===== src/rtl/gameplay_pkg.sv =====
// Shared gameplay constants: screen limits, requester indices and the
// draw scheduler state encoding.
package gameplay_pkg;

  localparam int SCR_W_DEF = 160;
  localparam int SCR_H_DEF = 120;

  localparam int ERASE = 0;
  localparam int BLOCK = 1;
  localparam int HUD   = 2;

  typedef enum logic [1:0] {
    IDLE = 2'd0,
    PLOT = 2'd1,
    DONE = 2'd2
  } state_t;

endpackage


===== src/rtl/rect_raster_counter.sv =====
// Raster walker for one rectangle. The cur_x/cur_y outputs show the pixel
// that would be emitted at the coming edge. While load is high they show the
// start corner directly, so the first pixel can go out on the grant edge.
module rect_raster_counter (
  input  logic       clk,
  input  logic       reset,
  input  logic       load,
  input  logic       step,
  input  logic       hold,
  input  logic [7:0] start_x,
  input  logic [6:0] start_y,
  input  logic [4:0] start_w,
  input  logic [4:0] start_h,
  output logic [8:0] cur_x,
  output logic [7:0] cur_y,
  output logic       last,
  output logic       empty
);

  logic [8:0] org_x;
  logic [4:0] w_q;
  logic [4:0] h_q;
  logic [4:0] col;
  logic [4:0] row;
  logic [8:0] x_q;
  logic [7:0] y_q;

  logic [8:0] b_org;
  logic [4:0] b_w;
  logic [4:0] b_h;
  logic [4:0] b_col;
  logic [4:0] b_row;
  logic [8:0] b_x;
  logic [7:0] b_y;
  logic       adv;

  // Select the fresh start corner on load, otherwise the running position
  always_comb begin
    b_org = load ? {1'b0, start_x} : org_x;
    b_w   = load ? start_w : w_q;
    b_h   = load ? start_h : h_q;
    b_col = load ? 5'd0 : col;
    b_row = load ? 5'd0 : row;
    b_x   = load ? {1'b0, start_x} : x_q;
    b_y   = load ? {1'b0, start_y} : y_q;
  end

  assign adv   = step & ~hold;
  assign cur_x = b_x;
  assign cur_y = b_y;
  assign empty = (b_w == 5'd0) || (b_h == 5'd0);
  assign last  = (b_col == (b_w - 5'd1)) && (b_row == (b_h - 5'd1));

  // Latch the rectangle on load; advance x first, wrapping into the next row
  always_ff @(posedge clk or posedge reset) begin
    if (reset) begin
      org_x <= '0;
      w_q   <= '0;
      h_q   <= '0;
      col   <= '0;
      row   <= '0;
      x_q   <= '0;
      y_q   <= '0;
    end else begin
      if (load) begin
        org_x <= b_org;
        w_q   <= b_w;
        h_q   <= b_h;
      end
      if (adv) begin
        if (b_col == (b_w - 5'd1)) begin
          col <= 5'd0;
          x_q <= b_org;
          row <= b_row + 5'd1;
          y_q <= b_y + 8'd1;
        end else begin
          col <= b_col + 5'd1;
          x_q <= b_x + 9'd1;
          row <= b_row;
          y_q <= b_y;
        end
      end else if (load) begin
        col <= b_col;
        row <= b_row;
        x_q <= b_x;
        y_q <= b_y;
      end
    end
  end

endmodule


===== src/rtl/draw_scheduler.sv =====
// Fixed-priority rectangle fill scheduler: grants one requester at a time
// and rasterises its rectangle onto the VGA write port, one pixel per
// non-held cycle, clipping pixels that fall off the screen.
module draw_scheduler
  import gameplay_pkg::*;
#(
  parameter int N_REQ = 3,
  parameter int SCR_W = SCR_W_DEF,
  parameter int SCR_H = SCR_H_DEF
) (
  input  logic               clk,
  input  logic               reset,
  input  logic [N_REQ-1:0]   req,
  input  logic [8*N_REQ-1:0] rect_x,
  input  logic [7*N_REQ-1:0] rect_y,
  input  logic [5*N_REQ-1:0] rect_w,
  input  logic [5*N_REQ-1:0] rect_h,
  input  logic [3*N_REQ-1:0] rect_colour,
  input  logic               hold,
  output logic [N_REQ-1:0]   grant,
  output logic [N_REQ-1:0]   done,
  output logic               busy,
  output logic               plot,
  output logic [7:0]         vga_x,
  output logic [6:0]         vga_y,
  output logic [2:0]         vga_colour
);

  localparam logic [8:0] X_LIM = 9'(SCR_W);
  localparam logic [7:0] Y_LIM = 8'(SCR_H);

  state_t state, state_nxt;

  logic [N_REQ-1:0] win;
  logic [N_REQ-1:0] sel;
  logic [7:0]       win_x;
  logic [6:0]       win_y;
  logic [4:0]       win_w;
  logic [4:0]       win_h;
  logic [2:0]       win_colour;
  logic [2:0]       colour_q;
  logic             any_req;
  logic             load;
  logic             slot;
  logic             fin;
  logic [8:0]       cur_x;
  logic [7:0]       cur_y;
  logic             last;
  logic             empty;
  logic             on_screen;

  // Lowest-index requester wins; scan from the top so index 0 overrides
  always_comb begin
    win        = '0;
    win_x      = '0;
    win_y      = '0;
    win_w      = '0;
    win_h      = '0;
    win_colour = '0;
    for (int i = N_REQ - 1; i >= 0; i--) begin
      if (req[i]) begin
        win        = '0;
        win[i]     = 1'b1;
        win_x      = rect_x[i*8 +: 8];
        win_y      = rect_y[i*7 +: 7];
        win_w      = rect_w[i*5 +: 5];
        win_h      = rect_h[i*5 +: 5];
        win_colour = rect_colour[i*3 +: 3];
      end
    end
  end

  assign any_req = |req;

  // State register
  always_ff @(posedge clk or posedge reset) begin
    if (reset) state <= IDLE;
    else       state <= state_nxt;
  end

  // Next state; slot marks an edge at which a pixel may be emitted
  always_comb begin
    state_nxt = state;
    load      = 1'b0;
    slot      = 1'b0;
    case (state)
      IDLE: begin
        if (any_req) begin
          load      = 1'b1;
          slot      = 1'b1;
          state_nxt = PLOT;
        end
      end
      PLOT: begin
        if (fin) state_nxt = DONE;
        else     slot      = 1'b1;
      end
      DONE:    state_nxt = IDLE;
      default: state_nxt = IDLE;
    endcase
  end

  rect_raster_counter u_raster (
    .clk     (clk),
    .reset   (reset),
    .load    (load),
    .step    (slot),
    .hold    (hold),
    .start_x (win_x),
    .start_y (win_y),
    .start_w (win_w),
    .start_h (win_h),
    .cur_x   (cur_x),
    .cur_y   (cur_y),
    .last    (last),
    .empty   (empty)
  );

  assign on_screen = (cur_x < X_LIM) && (cur_y < Y_LIM);

  // Latch the winner and register the pixel strobe; fin flags the final PLOT cycle
  always_ff @(posedge clk or posedge reset) begin
    if (reset) begin
      sel        <= '0;
      colour_q   <= '0;
      fin        <= 1'b0;
      plot       <= 1'b0;
      vga_x      <= '0;
      vga_y      <= '0;
      vga_colour <= '0;
    end else begin
      if (load) begin
        sel      <= win;
        colour_q <= win_colour;
      end
      if (slot && !hold) begin
        plot       <= !empty && on_screen;
        vga_x      <= cur_x[7:0];
        vga_y      <= cur_y[6:0];
        vga_colour <= load ? win_colour : colour_q;
        fin        <= last || empty;
      end else begin
        plot <= 1'b0;
        if (state == DONE) fin <= 1'b0;
      end
    end
  end

  assign busy  = (state != IDLE);
  assign grant = (state != IDLE) ? sel : '0;
  assign done  = (state == DONE) ? sel : '0;

endmodule


===== config.mk =====
export PLATFORM = sky130hd
export DESIGN_NAME = draw_scheduler
export DESIGN_NICKNAME = d
export VERILOG_FILES = /design/src/rtl/gameplay_pkg.sv /design/src/rtl/rect_raster_counter.sv /design/src/rtl/draw_scheduler.sv
export SDC_FILE = /design/constraint.sdc
export NUM_CORES = 1
export LEC_CHECK = 0
export ABC_AREA = 1
export CAP_MARGIN = 15
export CORE_ASPECT_RATIO = 0.7
export CORE_MARGIN = 8
export CORE_UTILIZATION = 40
export CTS_BUF_LIST = sky130_fd_sc_hd__clkbuf_16
export CTS_CLUSTER_SIZE = 40
export DETAILED_ROUTE_END_ITERATION = 8
export GPL_ROUTABILITY_DRIVEN = 0
export PLACE_DENSITY_LB_ADDON = 0.1
export SLEW_MARGIN = 20
export SYNTH_ARGS = -nofsm -noshare
export SYNTH_HDL_FRONTEND = slang
export SYNTH_SLANG_ARGS = --single-unit

===== constraint.sdc =====
create_clock -name clk -period 6.59 [get_ports clk]
set_clock_uncertainty 0.2 [all_clocks]
set_input_delay 0.659 -clock clk [delete_from_list [all_inputs] [get_ports clk]]
set_output_delay 0.659 -clock clk [all_outputs]
set_load 0.02 [all_outputs]

# --- After elaboration in Yosys (flattened, before gate mapping) ---
# Index checks and enable logic that the tools add are counted.
classes:
  add_sub_neg: 6
  n_lt_le_gt_ge: 2
  eq_ne: 6
  muxes: 50
  bitwise: 2
  reduce_logical: 16
ops:
  columns: ["cell", "n"]
  rows:
  - ["5-bit 2-to-1 mux", 16]
  - ["8-bit 2-to-1 mux", 7]
  - ["9-bit 2-to-1 mux", 5]
  - ["3-bit 2-to-1 mux", 9]
  - ["7-bit 2-to-1 mux", 3]
  - ["5-bit by 1-bit adder with 5-bit output, second input constant", 2]
  - ["5-bit equality test", 2]
  - ["5-bit zero test", 2]
  - ["5-bit by 1-bit subtractor with 5-bit output, second input constant", 2]
  - ["9-bit by 1-bit adder with 9-bit output, second input constant", 1]
  - ["9-bit by 8-bit less-than comparator with 1-bit output, second input constant", 1]
  - ["8-bit by 1-bit adder with 8-bit output, second input constant", 1]
  - ["8-bit by 7-bit less-than comparator with 1-bit output, second input constant", 1]
  - ["1-bit 2-to-1 mux", 6]
  - ["2-bit nonzero test", 3]
  - ["1-bit logical AND", 4]
  - ["2-bit 2-to-1 mux", 2]
  - ["2-bit != test, second input constant", 2]
  - ["2-bit case mux with 2 select lines", 1]
  - ["3-bit OR reduction", 1]
  - ["2-bit by 1-bit equality test with 1-bit output, second input constant", 1]
  - ["2-bit equality test, second input constant", 1]
  - ["1-bit zero test", 2]
  - ["2-bit zero test", 1]
  - ["other kinds (5)", 6]
word_totals:
  regBits: 74
  out_inout_bits: 26
  elab_cells: 97

# --- Logic depth before layout (Yosys ltp) ---
# Gate-level depths: netlist of run 1.
depth:
  ltp_word: 9
  depth_mapped: 21
  depth_no_buf: 19

# --- Cells and area by module ---
# Synthesis of run 1 repeated with hierarchy kept, for this count alone.
unflattened:
  cells_unflattened: 743
  hier_area_um2: 5077.4
modules_own_cells:
  columns: ["module", "n_inst", "cells_per_inst", "area_per_inst_um2"]
  rows:
  - ["rect_raster_counter", 1, 471, 3279.4]
  - ["draw_scheduler", 1, 272, 1798.0]

# --- Worst setup path before layout of run 1 ---
# Ideal clock, no wire load.
synth_timing:
  path_type: "input port to flip-flop"
  startpoint: "input req[1]"
  endpoint: "register u_raster.x_q[0]"
  setup_ns: 0.116
  arrival_ns: 2.607
  required_ns: 6.274
  setup_slack_ns: 3.666
  path_stages: 18
  path_buffers: 2
  path_cell_list: "buf_4 inv_2 nand3_2 nand2_4 inv_4 nand3_1 nand2_1 ha_1 xor2_1 nor2_1 nand2_1 nor2_1 nand2_2 nor2_8 buf_4 nand3_1 nand2_1 nand2_1"
synth_via:
  elab_chain_cells: 8
  word_cells_on_any_way: 20
synth_lines:
  columns: ["element", "line_no", "text"]
  rows:
  - ["from (decl)", "draw_scheduler.sv:13", "input logic [N_REQ-1:0] req,"]
  - ["3-bit OR reduction", "draw_scheduler.sv:73", "assign any_req = |req;"]
  - ["1-bit 2-to-1 mux", "draw_scheduler.sv:88", "if (any_req) begin"]
  - ["1-bit 2-to-1 mux", "draw_scheduler.sv:86", "case (state)"]
  - ["5-bit 2-to-1 mux", "rect_raster_counter.sv:40", "b_w = load ? start_w : w_q;"]
  - ["5-bit by 1-bit subtractor with 5-bit output", "rect_raster_counter.sv:71", "if (b_col == (b_w - 5'd1)) begin"]
  - ["5-bit equality test", "rect_raster_counter.sv:71", null]
  - ["9-bit 2-to-1 mux", "rect_raster_counter.sv:71", null]
  - ["9-bit 2-to-1 mux", "rect_raster_counter.sv:70", "if (adv) begin"]
  - ["to (signal assigned)", "rect_raster_counter.sv:73", "x_q <= b_org;"]
  - ["to (signal assigned)", "rect_raster_counter.sv:78", "x_q <= b_x + 9'd1;"]
  - ["to (decl)", "rect_raster_counter.sv:25", "logic [8:0] x_q;"]
# Parallel ways exist; a longest one is shown, timed or not. The select of a mux whose other input is x is not followed.
# A chain may end at the register's enable or synchronous reset.

# --- Worst setup path in the final report of run 1 ---
layout_timing:
  startpoint: "input req[0]"
  endpoint: "register u_raster.row[0]"
layout_via:
  elab_chain_cells: 8
  word_cells_on_any_way: 16
layout_lines:
  columns: ["element", "line_no", "text"]
  rows:
  - ["3-bit OR reduction", "draw_scheduler.sv:73", null]
  - ["1-bit 2-to-1 mux", "draw_scheduler.sv:88", null]
  - ["1-bit 2-to-1 mux", "draw_scheduler.sv:86", null]
  - ["5-bit 2-to-1 mux", "rect_raster_counter.sv:40", null]
  - ["5-bit by 1-bit subtractor with 5-bit output", "rect_raster_counter.sv:71", null]
  - ["5-bit equality test", "rect_raster_counter.sv:71", null]
  - ["5-bit 2-to-1 mux", "rect_raster_counter.sv:71", null]
  - ["5-bit 2-to-1 mux", "rect_raster_counter.sv:70", null]
  - ["to (signal assigned)", "rect_raster_counter.sv:74", "row <= b_row + 5'd1;"]
  - ["to (signal assigned)", "rect_raster_counter.sv:79", "row <= b_row;"]
  - ["to (signal assigned)", "rect_raster_counter.sv:84", "row <= b_row;"]
  - ["to (decl)", "rect_raster_counter.sv:24", "logic [4:0] row;"]
# Parallel ways exist; a longest one is shown, timed or not. The select of a mux whose other input is x is not followed.

==> impl_metrics.toml, run 1 <==
[sta]
relSlewSlack_pct = 36.4
rsz0062_at_grt = "false"
setup_viol = 0
worst_slack_ns = 1.85
fin_tns_setup_ns = 0
slew_violations = 0
fin_crit_ns = 4.74
fin_crit_sh_pct = 72.0
tightestPinTransition_ns = 0.955
hold_violations = 0
max_freq_mhz = 211

[cts]
htreeDepth = 3
cts_sinks = 74
cts-root-buf = "clkbuf_16"
cts_tree = "yes"
post_cts_buffers = 0
cts.path.max_buffers = 2
cts_buffers = 9
cts_resized = 0
clk_pin_slew_ns = 0.06
holdBufCountCts = 0
clock_latency_ns = 0.33

[logic_synthesis]
synth.most_common_cell = "nand2_1"
synth.top_cells.by_area = "dfrtp_1, nand2_1, nand3_1, inv_1, nor2_1"
yosysSeqAreaShare_pct = 39.0
synthTopCellsByCount = "nand2_1, inv_1, nand3_1"
syn_area_mm2 = 0.00475
synth-edff-count = 0
synth_largest_area_cell = "dfrtp_1"
syn_nets = 817
ys_types = 35
synth-main-ff-cell = "dfrtp_1"
synthArstFlopShare_pct = 100
synth-seq-cells = 74
synth_top_area_share_pct = 39.0
synth.avg_cell_area_um2 = 6.59
yosysWarnings = 0
syn_inst = 721

[setup_path]
worstPathRequired_ns = 6.60
start_kind = "input pin"
critPathKind = "in2reg"
end_kind = "flip-flop"
path_max_fanout = 46
arrival_ns = 4.76
r2r_cells = 14

[power]
p_seq_share_pct = 26.8
clkPwrFrac_pct = 16.0
pwr-share-comb_pct = 57.2
p_sw_w = 0.00126
peakVddDrop_mv = 0.225
powerDensity_mw_per_mm2 = 431
p_leak_nw = 3.19
p_int_w = 0.00141
swShare_pct = 47.2

[drt]
via_per_inst = 5.03
wl_per_cell_um = 15.4
drc = 0
drt-pass1-iter-count = 5
vias = 4947
dr.first_iter.drc_count = 352
ant_nets = 0
drt_wl_total_mm = 15.2

[hold_path]
min_delay_path_depth = 2
min_path_type = "reg2reg"

[global_route]
grt_max_degree = 75
antenna_found_initial = 0
gr-total-overflow = 0
grt_pass1_wl_mm = 25.1
grt_pass1_vias = 4859
grtUsageTotal_pct = 19.7

[final_layout]
drive_gt1_share_pct = 3.63
syn2layout_area_growth_pct = 30.9
final-instance-count-excl-fill = 983
fin_nets = 917
fin_util_pct = 53.4
design_area_mm2 = 0.00622
n_fill_cell = 1149
num_antenna_cells = 0

[placed_design]
dpl-instance-area_mm2 = 0.00596
dp_hpwl_mm = 10.9
post-place-ws_ns = 1.50
io_buffers = 115
dp_cells = 967

[status]
status = "finished clean"

[floorplan]
die_width_um = 146
core-area_mm2 = 0.0116
die_area_mm2 = 0.0157
rows = 33
io_pins = 116
fp.dieH_um = 107
start_util_pct = 40.8

[job]
maxCapViolations = 0
sequential cells by signal, summed over array words and instances, names as in the netlist:
register        cells
vga_x               8
fin                 1
state               2
vga_y               7
u_raster.x_q        9
u_raster.row        5
vga_colour          3
u_raster.col        5
u_raster.h_q        5
u_raster.org_x      9
u_raster.y_q        8
colour_q            3
u_raster.w_q        5
sel                 3
plot                1
cell usage in the layout (no fill, tap or decap), types with 6 or more instances in the layout:
cell and instances:
nand3_1 81, ha_1 6, dfrtp_1 74, clkdlybuf4s50_1 115, nand2_1 290, inv_1 85, nor2_1 53, nand4_1 7
a21oi_1 8, o21ai_0 32, o21ai_1 11, clkbuf_16 9, xor2_1 8
metrics by stage:
stage               total power, W  hold WS [ns]
finish                     0.00268         0.277
global route               0.00294         0.301
CTS                        0.00269         0.280
detailed placement         0.00225         0.265
global placement           0.00221         0.246
floorplan                  0.00181         0.231
cell families (layout without fill, tap and decap cells):
kind of cell / Yosys count / count (layout) / share of synthesized area (%)
AO/OA/AOI/OAI: 62 / 62 / 7.27
XOR/XNOR: 11 / 11 / 2.03
adder cells (fa/ha/maj): 6 / 6 / 1.58
buffers and inverters: 118 / 223 / 10.5
flip-flops: 74 / 74 / 39.0
AND/OR/NAND/NOR: 450 / 450 / 39.7
worst paths after layout:
path / start / endpoint / slack (ns)
worst max-delay path: req[0] / u_raster.row[0] / 1.85
worst min-delay path: vga_colour[0] / vga_colour[0] / 0.28
worst max register to register: state[1] / u_raster.row[0] / 2.76
worst min register to register: vga_colour[0] / vga_colour[0] / 0.28
max in group asynchronous: reset / sel[2] / 4.82
min in group asynchronous: reset / sel[0] / 0.73
power by group through the flow:
stage | combinational (W) | sequential (W) | clock, W
after global routing | 0.00174 | 0.000738 | 0.000459
final | 0.00153 | 0.000718 | 0.000428
after detailed placement | 0.00152 | 0.000724 | 0
after global placement | 0.00149 | 0.000719 | 0
after floorplan | 0.00103 | 0.000778 | 0
after CTS | 0.00153 | 0.000719 | 0.000440
routing by layer:
metal  up-vias  track usage (%)  part of all wire (%)
li1       2452                -                     -
met1      2335             28.2                    52
met2       148             29.3                    41
met3        12             5.60                   6.6
met4         0             3.37                  0.82
met5         -                0                     0
critical path, cell delays in order:
cell	delay [ns]
clkdlybuf4s50_1	0.46
buf_4	0.33
inv_2	0.33
nand3_2	0.19
nand2_4	0.29
inv_4	0.49
nand3_1	0.19
nand2_1	0.17
ha_1	0.26
xor2_1	0.17
nor2_1	0.09
nand2_1	0.06
nor2_1	0.12
nand2_2	0.14
nor2_8	0.36
nand2_1	0.23
xor2_1	0.19
area by class of cell:
class                      instances  area [um^2]  area share, %
timing repair buffer             119         1180           19.0
tap                              157          196           3.16
multi-input combinational        529         2400           38.6
sequential                        74         1850           29.8
clock buffer                       9          225           3.62
clock inverter                     7         28.8          0.463
inverter                          88          333           5.35
No activity file was read; power rests on OpenSTA's default activity.
==> inputs of run 2 (changes only) <==
clock period = 4.6 ns   (was 6.59 ns; I/O delays follow)
==> run 2 against run 1 <==
Effect of this change:
- clock-buffer cell count unchanged
- die area stayed put
- setup slack worse by 0.76 ns
- final cell count rose by 0.61%
- first-iteration DRC count is 8.8% lower
- total power up 49%
- routed wire length increased by 1.9%
- largest power group unchanged
==> impl_metrics.toml, run 2 (synthesis gave the netlist of run 1 again) <==
[power]
peakVddDrop_mv = 0.376
powerDensity_mw_per_mm2 = 632
swShare_pct = 45.9
p_leak_nw = 3.22
pwr-share-comb_pct = 55.4
clkPwrFrac_pct = 18.9
power_w = 0.00400
p_int_w = 0.00217
p_sw_w = 0.00183
p_seq_share_pct = 25.7

[drt]
drt_wl_total_mm = 15.5
wl_per_cell_um = 15.7
vias = 4953
via_per_inst = 5.01
dr.first_iter.drc_count = 321
drc = 0
ant_nets = 0
drt-pass1-iter-count = 5

[placed_design]
dpl-instance-area_mm2 = 0.00601
io_buffers = 115
dp_cells = 973
dp_hpwl_mm = 11.4

[cts]
htreeDepth = 3
cts_sinks = 74
clock_latency_ns = 0.34
cts_tree = "yes"
post_cts_buffers = 0
cts.path.max_buffers = 2
holdBufCountCts = 0
cts-root-buf = "clkbuf_16"
clk_pin_slew_ns = 0.06
cts_buffers = 9
cts_resized = 0

[floorplan]
rows = 33
fp.dieH_um = 107
die_width_um = 146
start_util_pct = 40.8
io_pins = 116
core-area_mm2 = 0.0116
die_area_mm2 = 0.0157

[sta]
relSlewSlack_pct = 43.2
fin_crit_sh_pct = 76.5
fin_crit_ns = 3.52
rsz0062_at_grt = "false"
tightestPinTransition_ns = 0.850
slew_violations = 0
max_freq_mhz = 284
setup_viol = 0
fin_tns_setup_ns = 0
hold_violations = 0

[global_route]
grt_max_degree = 43
grt_pass1_vias = 4666
gr-total-overflow = 0
grt_use_met2_pct = 28.8
grt_use_met1_pct = 28.3
busiest_layer = "met2"
grtUsageTotal_pct = 19.5
antenna_found_initial = 0
grt.met3_usage_pct = 5.38
grt_pass1_wl_mm = 24.6

[setup_path]
worstPathRequired_ns = 4.62
crit_buf_inv = 4
start_kind = "input pin"
end_kind = "flip-flop"
slowest_stage = "clkdlybuf4s50_1"
arrival_ns = 3.54
max_stage_delay_ns = 0.69
path_delay_family = "simple AND/OR/NAND/NOR gates"
path_max_fanout = 42
critPathKind = "in2reg"
crit_top_cell = "nand2_1"
cp_cell_sequence = "clkdlybuf4s50_1 -> inv_2 -> nand3_2 -> nand2_4 -> inv_4 -> buf_4 -> nand2_1 -> nand2_1 -> nand3_1 -> nand2_1 -> nand2_1 -> nand2_1 -> nand2_2 -> nor2_8 -> nand2_1 -> and3_1"

[final_layout]
mostFrequentLayoutCells = "nand2_1, clkdlybuf4s50_1, inv_1"
syn2layout_area_growth_pct = 33.2
num_antenna_cells = 0
design_area_mm2 = 0.00633
largestRegisters = "u_raster.org_x: 9 flops, u_raster.x_q: 9 flops"
drive_gt1_share_pct = 4.81
fin_nets = 923
fin_util_pct = 54.3
final-instance-count-excl-fill = 989
final_common_cell = "nand2_1"

[job]
maxCapViolations = 0

[status]
status = "finished clean"

[hold_path]
min_path_type = "reg2reg"
[run 2: area by class of cell]
cell class / count / area [um^2]
Clock buffer: 9 / 225
Clock inverter: 7 / 93.8
Fill cell: 1134 / 5320
Inverter: 88 / 333
Multi-Input combinational cell: 529 / 2400
Sequential cell: 74 / 1850
Tap cell: 157 / 196
Timing Repair Buffer: 125 / 1230
[run 2: final timing paths]
kind	cells past startpoint	start	to	slack, ns
hold reg to reg	2	vga_colour[1]	vga_colour[1]	0.28
hold / removal	2	vga_colour[1]	vga_colour[1]	0.28
setup / recovery	16	req[1]	u_raster.col[2]	1.08
setup reg to reg	14	state[1]	u_raster.col[2]	1.34
min in group asynchronous	2	reset	u_raster.w_q[4]	0.44
max in group asynchronous	3	reset	u_raster.y_q[0]	2.96
[run 2: power by group through the flow]
| stage | clock (W) | sequential [W] | combinational, W |
|---|---|---|---|
| 3_3_place_gp | 0 | 0.00103 | 0.00217 |
| 2_1_floorplan | 0 | 0.00111 | 0.00148 |
| 4_1_cts | 0.000768 | 0.00103 | 0.00223 |
| 3_5_place_dp | 0 | 0.00104 | 0.00221 |
| 5_1_grt | 0.000793 | 0.00106 | 0.00250 |
| 6_report | 0.000754 | 0.00103 | 0.00222 |
[run 2: per-layer routing]
layer | up-vias | part of all wire (%)
met5 | - | 0
met4 | 0 | 0.67
met3 | 12 | 8.5
met1 | 2280 | 50
li1 | 2465 | -
met2 | 196 | 41
[run 2: tightest hold or removal path, cell delays in order, from the launching register on]
cell and delay (ns):
dfrtp_1 0.34, nand2_1 0.05, nand2_1 0.05
[run 2: stage by stage]
stage          setup slack, ns  hold slack (ns)
6_report                  1.08            0.278
5_1_grt                  0.861            0.301
4_1_cts                   1.12            0.282
3_5_place_dp             0.791            0.265
3_3_place_gp             0.955            0.248
2_1_floorplan             1.88            0.231
